==> src/rtl/fft_in_loader.sv <==
// Frames a valid/ready sample stream into the 64-entry FFT input buffer (bit-reversed writes),
// then hands the buffer to the FFT core until it acknowledges.
module fft_in_loader #(
  parameter int ADDR_W = 6,
  parameter int DATA_W = 38,
  parameter int BITREV = 1
) (
  input  logic              clk,
  input  logic              rst_n,
  input  logic              in_valid,
  input  logic [DATA_W-1:0] in_data,
  input  logic              in_sof,
  output logic              in_ready,
  input  logic [ADDR_W-1:0] fft_rd_addr,
  input  logic              fft_ack,
  output logic              frame_rdy,
  output logic              regfft_wren,
  output logic [ADDR_W-1:0] regfft_addr,
  output logic [DATA_W-1:0] regfft_data,
  output logic [7:0]        frame_cnt,
  output logic              sync_err,
  input  logic              err_clr
);

  typedef enum logic [1:0] {S_IDLE, S_LOAD, S_FULL} state_t;

  state_t              r_state;
  logic [ADDR_W-1:0]   r_cnt;
  logic                r_wren;
  logic [ADDR_W-1:0]   r_addr;
  logic [DATA_W-1:0]   r_data;
  logic                r_frame_rdy;
  logic [7:0]          r_frame_cnt;
  logic                r_sync_err;
  logic                w_acc;

  function automatic logic [ADDR_W-1:0] brev(input logic [ADDR_W-1:0] v);
    logic [ADDR_W-1:0] r;
    for (int i = 0; i < ADDR_W; i++) r[i] = v[ADDR_W-1-i];
    return (BITREV != 0) ? r : v;
  endfunction

  // Gated by rst_n so the handshake reads 0 while reset is held.
  assign in_ready = rst_n & (r_state != S_FULL);
  assign w_acc    = in_valid & in_ready;

  always_ff @(posedge clk or negedge rst_n) begin
    if (!rst_n) begin
      r_state     <= S_IDLE;
      r_cnt       <= '0;
      r_wren      <= 1'b0;
      r_addr      <= '0;
      r_data      <= '0;
      r_frame_rdy <= 1'b0;
      r_frame_cnt <= '0;
      r_sync_err  <= 1'b0;
    end else begin
      r_wren <= 1'b0;
      // A set further down overrides this clear in the same cycle.
      if (err_clr) r_sync_err <= 1'b0;
      case (r_state)
        S_IDLE: begin
          if (w_acc && in_sof) begin
            r_wren  <= 1'b1;
            r_addr  <= '0;
            r_data  <= in_data;
            r_cnt   <= ADDR_W'(1);
            r_state <= S_LOAD;
          end
        end
        S_LOAD: begin
          if (w_acc) begin
            r_wren <= 1'b1;
            r_data <= in_data;
            if (in_sof) begin
              if (r_cnt != '0) r_sync_err <= 1'b1;
              r_addr <= '0;
              r_cnt  <= ADDR_W'(1);
            end else begin
              r_addr <= brev(r_cnt);
              r_cnt  <= r_cnt + ADDR_W'(1);
              if (&r_cnt) begin
                r_state     <= S_FULL;
                r_frame_rdy <= 1'b1;
                r_frame_cnt <= r_frame_cnt + 8'd1;
              end
            end
          end
        end
        S_FULL: begin
          r_addr <= fft_rd_addr;
          if (fft_ack) begin
            r_state     <= S_IDLE;
            r_frame_rdy <= 1'b0;
          end
        end
        default: r_state <= S_IDLE;
      endcase
    end
  end

  assign frame_rdy   = r_frame_rdy;
  assign regfft_wren = r_wren;
  assign regfft_addr = r_addr;
  assign regfft_data = r_data;
  assign frame_cnt   = r_frame_cnt;
  assign sync_err    = r_sync_err;

endmodule

==> config.mk <==
export PLATFORM = sky130hd
export DESIGN_NAME = fft_in_loader
export DESIGN_NICKNAME = d
export VERILOG_FILES = /design/src/rtl/fft_in_loader.sv
export SDC_FILE = /design/constraint.sdc
export NUM_CORES = 1
export LEC_CHECK = 0
export ABC_AREA = 0
export BUFFER_PORTS_ARGS = -buffer_cell sky130_fd_sc_hd__buf_2
export CAP_MARGIN = 30
export CORE_MARGIN = 2
export CORE_UTILIZATION = 53
export DETAILED_ROUTE_END_ITERATION = 8
export PLACE_DENSITY = 0.94
export SYNTH_ARGS = -nofsm -noshare
export SYNTH_HDL_FRONTEND = slang
export SYNTH_SLANG_ARGS = --single-unit
==> constraint.sdc <==
create_clock -name clk -period 3.9 [get_ports clk]
set_input_delay 0.585 -clock clk [delete_from_list [all_inputs] [get_ports clk]]
set_output_delay 0.585 -clock clk [all_outputs]
set_load 0.03 [all_outputs]
==> impl_results.md, run 1 <==
- Drt wl/cell: ~15 microns
- Avg Inst Size Synth: 12.3 sq um
- Footprint of the multi-input gates: about 0.0011 sq mm
- Sw Pwr: ~0.0012 W
- Post-CTS Setup Inserts: 0
- HP Class: input pin to async pin
- Clock transition at the registers of the reported paths: 0.07 ns
- Filler cells: between 400 and 500
- Clk pwr share: roughly 18%
- GRT overflow: 0
- TritonRoute pass-1 iters: 4
- Synthesis warning total: 0
- FF/Latch Area: between 0.0015 and 0.002 sq mm
- Total CTS buffers: 9
- IO buf count: between 100 and 150
- IO Count: roughly 110
- Number of flops mapped to enable cells by yosys: 0
- Yosys cell types: 37
- Seq pwr share: between 30% and 40%
- Post-Route Skew: 0.00510 ns
- Max-slew violations: 0
- Final antenna-violating net count: 0
- Sum of negative setup slack: 0 ns
- Die area: between 0.005 and 0.006 sq mm
- Vias per inst: around 5.2
- Vias in the first global route: 2,252
- Initial Utilization: between 50% and 60%
- Maximum fanout along the worst path: 28
- Number of diodes: 0
- Combinational Power Share: a little under half
- FF+latch count, synth: 63
- Die width: approximately 77 microns
- Req. time, crit path: 4.11 ns
- Worst-Margin Slew: approximately 0.73 ns
- Skew-Pair Late Insertion Delay: 0.33 ns
- Fmax: just under 400 MHz
- Final setup margin: 1.37 ns
- Sw Ratio: between 40% and 50%
- Worst slew margin: approximately 51%
- Startpoint types: flip-flop
- Root buffer cell: clkbuf_8
- Status: finished clean
- Worst setup path category: flip-flop to flip-flop
- Worst EP arrival: 2.74 ns
- First DRT Iteration DRCs: 114
- Most common cell in the netlist: dfrtp_1
- Clk sinks: 63
- Largest area contributor in the netlist: dfrtp_1
- Final Hold Fails: 0
- Share of layout cells above drive strength 1: slightly below 50%
- Reg2reg start: r_state[1]$_DFFE_PN0P_
- Hold WS: ~0.16 ns
- Top post-synthesis cells by count: dfrtp_1 (63), mux2_2 (40), o21ai_0 (17)
- Period utilisation layout: between 60% and 70%
- Area fraction of the dominant cell type after synthesis: a little under three fifths
- CTS resizes: 0
- Detailed Place HPWL: 4.59 mm
- Max_cap viols: 0
- Mapped Area: between 0.002 and 0.003 sq mm
- Crit path capture type: flip-flop
- Cell Rows: 26
- RSZ-0062 raised after global routing: no
- Global placer's final weighted congestion: 0.874
- Routed WL: approximately 6.3 mm
- Core area: between 0.005 and 0.006 sq mm
- First-pass GRT wire length: 10.6 mm
- Tmin final: 2.53 ns
- Sequential area share after synthesis: between 50 and 60%
- Crit. Startpoint: r_state[1]$_DFFE_PN0P_
- CTS tree: built
- Global Route Usage Sum: 23.0%
- Area growth from synthesis to layout: 26.9%
- H-tree levels: 3
- Maximum number of pins on one net before global-route repair: between 50 and 60
- Pwr/cell area: between 700 and 800 mW/mm^2
- Final setup viols: 0
- Vias: between 2,000 and 2,500
- Synth Flop Type: dfrtp_1
- Worst IR Drop VDD: between 0.5 and 0.6 mV
- Static Leak: 1.75 nW
- Internal Power: around 0.0016 W
- CTS Buffer Depth: 2
- DRC errors left: 0
- Initial antenna violation count: 0
- Synth top area cells: dfrtp_1 (56%), mux2_2 (16%), ha_1 (3.6%)
- Cells after Synth: around 230
- Worst slack, placed: around 1.3 ns
- Total nets after synthesis: 287
- Final nets: ~400
- Asr flop ratio synth: 100%
- Hold-fix buffer count after cts: 0
- Die H: a little under 80 microns
## through the flow
stage                     instances  total power [W]  instance area [sq um]  utilization, %
final                           414          0.00283                   3570            70.0
after global routing            414          0.00298                   3570            70.0
after CTS                       413          0.00284                   3570            69.9
after detailed placement        397          0.00233                   3390            66.4
after global placement          397          0.00226                   3390            66.4
after floorplan                 229          0.00195                   2820               -
## critical path: stages, from the launching register on
cell and delay (ns):
dfrtp_1 0.40, inv_1 0.13, ha_1 0.40, mux2i_1 0.21, nor2_4 0.60, buf_4 0.31
mux2_2 0.35
## sequential cells by signal, summed over array words and instances (netlist names)
register,count
frame_rdy,1
r_cnt,6
regfft_wren,1
sync_err,1
regfft_addr,6
r_state,2
regfft_data,38
frame_cnt,8
## power by group through the flow
| stage | Clock, W | Sequential, W | Combinational (W) |
|---|---|---|---|
| 4_1_cts | 0.000514 | 0.00103 | 0.00129 |
| 6_report | 0.000502 | 0.00103 | 0.00129 |
| 3_5_place_dp | 0 | 0.00104 | 0.00129 |
| 2_1_floorplan | 0 | 0.00147 | 0.000483 |
| 3_3_place_gp | 0 | 0.00102 | 0.00125 |
| 5_1_grt | 0.000548 | 0.00106 | 0.00138 |
## area by class of cell
class / count / area share (%)
sequential: 63 / 44.1
multi-input combinational: 143 / 31.7
timing repair buffer: 109 / 15.5
clock buffer: 13 / 4.45
tap: 70 / 2.45
inverter: 13 / 1.37
clock inverter: 3 / 0.490
## metal layers
metal | wire length [microns] | track usage (%)
met4 | 81 | 8.00
met1 | 2390 | 24.8
met2 | 3470 | 42.7
met5 | 0 | 0
met3 | 343 | 6.35
## cells in the final DEF (no fill, tap or decap), types with 4 or more instances in the layout
cell,Yosys,layout
ha_1,8,8
nand2_1,14,14
clkbuf_8,0,11
buf_2,2,106
o21ai_0,17,17
inv_1,13,13
xnor2_1,6,6
a21oi_1,5,5
mux2_2,40,40
nand4_1,4,4
nor2_1,6,6
dfrtp_1,63,63
nand3_1,15,15
## worst paths after layout
kind                                          endpoint  slack [ns]  cells past startpoint
hold reg to reg               frame_cnt[7]$_DFFE_PN0P_        0.47                      1
max in group asynchronous  regfft_data[20]$_DFFE_PN0P_        2.78                      2
min in group clk                    sync_err$_DFF_PN0_        0.42                      2
setup reg to reg            regfft_data[0]$_DFFE_PN0P_        1.37                      6
hold / removal                  r_state[1]$_DFFE_PN0P_        0.16                      1
setup / recovery            regfft_data[0]$_DFFE_PN0P_        1.37                      6
## cell families (layout without fill, tap and decap cells)
group | count (synthesis) | after routing | synth area share [%]
compound gates | 33 | 33 | 7.02
xor+xnor | 7 | 7 | 2.18
fa+ha+maj | 8 | 8 | 3.55
buf+inv | 23 | 138 | 3.86
flops | 63 | 63 | 56.0
mux | 41 | 41 | 16.3
simple gates | 54 | 54 | 11.1
Power figures use the tool's default switching activity.
==> run 2: changes to the inputs <==
- ABC_AREA: 0 -> 1
- CORE_UTILIZATION: 53 -> 50
- PLACE_DENSITY: 0.94 -> 0.89
- clock period: 3.9 -> 2.5 ns (I/O delays scaled with it)
==> impl_results.md, run 2 <==
- Routed WL: 6.52 mm (+3.7%)
- Post-Route Skew: 0.00594 ns (+0.000843 ns)
- Total nets after synthesis: 419 (+46%)
- Global placer's final weighted congestion: 0.899 (+2.9%)
- Initial antenna violation count: 0 (unchanged)
- Clock transition at the registers of the reported paths: 0.07 ns (about the same)
- Asr flop ratio synth: 100% (unchanged)
- Status: finished clean
- Hold WS: 0.239 ns (+0.0829 ns)
- Final nets: 530 (+34%)
- Vias in the first global route: 2,431 (+7.9%)
- Worst slew margin: 57.2% (+5.8 points)
- Most common cell after layout, fill and taps aside: nand2_1
- Synth Flop Type: dfrtp_1
- First DRT Iteration DRCs: 154 (+35%)
- HP Class: input pin to flip-flop
- Post-DP Area: 0.00353 sq mm (+4.0%)
- Die area: 0.00656 sq mm (+11%)
- CP max stage delay: 0.52 ns (-0.08 ns)
- IO buf count: 105 (unchanged)
- Cell Rows: 28 (+7.7%)
- Avg Inst Size Synth: 8.21 sq um (-33%)
- Period utilisation layout: between 70% and 80%
- Final Hold Fails: 0 (unchanged)
- Synthesis warning total: 0 (unchanged)
- Most common cell in the netlist: nand2_1
- Static Leak: 2.17 nW (+24%)
- RSZ-0062 raised after global routing: no
- Number of diodes: 0 (unchanged)
- Worst-Margin Slew: 0.641 ns (-0.0852 ns)
- Yosys cell types: 25 (-32%)
- Largest area contributor in the netlist: dfrtp_1
- Global Route Usage Sum: 20.5% (-2.5 points)
- Area fraction of the dominant cell type after synthesis: 53.2% (-2.7 points)
- Die H: 81.0 microns (+5.3%)
- Max reg flops: 38 (unchanged)
- CP delay by family, top: buffers and inverters
- Worst EP arrival: 2.18 ns (-0.56 ns)
- Maximum number of pins on one net before global-route repair: 54 (-1.8%)
- GRT overflow: 0 (unchanged)
- Max_cap viols: 0 (unchanged)
- H-tree levels: 3 (unchanged)
- Overall power: 0.00457 W (+62%)
- IO Count: 106 (unchanged)
- Sum of negative setup slack: 0 ns (unchanged)
- Drt wl/cell: 11.8 microns (-22%)
- Root buffer cell: clkbuf_8
- Worst setup path category: input pin to flip-flop
- DRC errors left: 0 (unchanged)
- CTS tree: built
- CTS Buffer Depth: 2 (unchanged)
- CTS resizes: 0 (unchanged)
- First-pass GRT wire length: 10.4 mm (-1.8%)
- Initial Utilization: 50.9% (-4.2 points)
- FF/Latch Area: 0.00158 sq mm (unchanged)
- Tmin final: 1.98 ns
- Top post-synthesis cells by count: nand2_1 (195), dfrtp_1 (63), inv_1 (20)
- Crit path capture type: flip-flop
- Total CTS buffers: 9 (unchanged)
- Skew-Pair Late Insertion Delay: 0.33 ns (about the same)
- Synth top area cells: dfrtp_1 (53%), nand2_1 (25%), ha_1 (3.4%)
- Area growth from synthesis to layout: 27.0%
- Commonest cells after routing, fill and taps aside: nand2_1 (195), buf_2 (105), dfrtp_1 (63)
- Mapped Area: 0.00296 sq mm (+5.2%)
- Maximum fanout along the worst path: 19 (-32%)
- Share of layout cells above drive strength 1: 28.9% (-20 points)
- Cells after Synth: 361 (+58%)
- Final Cell Area: 0.00376 sq mm (+5.3%)
- Startpoint types: input pin
- Die width: 81.0 microns (+5.3%)
- Detailed Place HPWL: 4.92 mm (+7.2%)
- Vias per inst: 4.88 (-6.8%)
- TritonRoute pass-1 iters: 4 (unchanged)
- Filler cells: 504 (+23%)
- Final setup viols: 0 (unchanged)
- Clk sinks: 63 (unchanged)
- Fmax: between 500 and 600 MHz
- FF+latch count, synth: 63 (unchanged)
- Vias: 2,693 (+24%)
- Number of flops mapped to enable cells by yosys: 0 (unchanged)
- CP cell instances: dlygate4sd3_1, buf_2, nand3_4, a21oi_4, buf_4, o21ai_0
- Footprint of the multi-input gates: 0.00121 sq mm (+6.9%)
- Pwr/cell area: 1210 mW/mm^2 (+54%)
- Post-CTS Setup Inserts: 0 (unchanged)
- CP max stage cell: dlygate4sd3_1
- Max-slew violations: 0 (unchanged)
- Worst IR Drop VDD: 0.781 mV (+37%)
- Core area: 0.00582 sq mm (+14%)
- Req. time, crit path: 2.70 ns (-1.41 ns)
- Final antenna-violating net count: 0 (unchanged)
- Buf/Inv on CP: 3 (+1)
- Sequential area share after synthesis: 53.2% (-2.7 points)
-- run 2: cell count changes in the layout (fill, tap and decap cells not counted), sizes merged, moves of 3 or more --
cell / delta
a22o: -3
inv: +10
mux2: -40
nand2: +182
nand3: -4
nand4: +3
nor2: +7
o21ai: -4
xnor2: -5
-- run 2: cell type report --
cell class,count,area share [%]
multi-input combinational,264,32.1
clock buffer,13,4.22
sequential,63,41.9
timing repair buffer,111,15.2
clock inverter,3,1.73
inverter,23,2.29
tap,75,2.49
-- run 2: per-stage QoR --
stage,setup WS [ns],std cells,utilization (%)
after floorplan,0.935,361,-
after global placement,0.644,535,60.7
after detailed placement,0.532,535,60.7
after CTS,0.508,552,64.7
after global routing,0.372,552,64.7
final,0.518,552,64.7
-- run 2: worst min-delay path, stage by stage --
cell,delay (ns)
buf_2,0.07
nand2_1,0.04
nand2_1,0.05
-- run 2: kinds of logic after synthesis --
group / count (synthesis) / synth area share [%]
adder cells (fa/ha/maj): 8 / 3.38
AND/OR/NAND/NOR: 231 / 31.7
XOR/XNOR: 4 / 1.18
AO/OA/AOI/OAI: 21 / 4.56
flip-flops: 63 / 53.2
buffers and inverters: 34 / 5.95
-- run 2: path summary, 6_finish.rpt --
kind	from	to	slack [ns]	depth (start not counted)
worst max-delay path	rst_n	r_cnt[1]$_DFFE_PN0P_	0.52	6
worst min-delay path	in_data[30]	regfft_data[30]$_DFFE_PN0P_	0.24	3
worst max register to register	r_state[0]$_DFFE_PN0P_	r_cnt[1]$_DFFE_PN0P_	0.53	7
worst min register to register	regfft_data[30]$_DFFE_PN0P_	regfft_data[30]$_DFFE_PN0P_	0.48	2
max in group asynchronous	rst_n	r_cnt[4]$_DFFE_PN0P_	1.05	3
min in group asynchronous	rst_n	regfft_addr[1]$_DFFE_PN0P_	0.49	2
-- run 2: layer usage --
metal | wire (microns) | up-vias | GRT usage [%]
met5 | 0 | - | 0
met4 | 75 | 0 | 9.32
met3 | 367 | 11 | 3.44
met2 | 3250 | 90 | 34.5
met1 | 2830 | 1256 | 25.8
li1 | - | 1336 | -
-- run 2: what timing repair did --
item | CTS | global route
hold buffers | 1 | 0
endpoints found under the setup margin | 0 | 0
endpoints found under the hold margin | 10 | 0
-- run 2: report_power, final --
part	leakage, nW	total (W)	internal, W	switching, W
Clock	0.114	0.000983	0.000616	0.000367
Combinational	1.24	0.00197	0.000565	0.00141
Sequential	0.810	0.00161	0.00139	0.000221
Total	2.17	0.00457	0.00257	0.00200
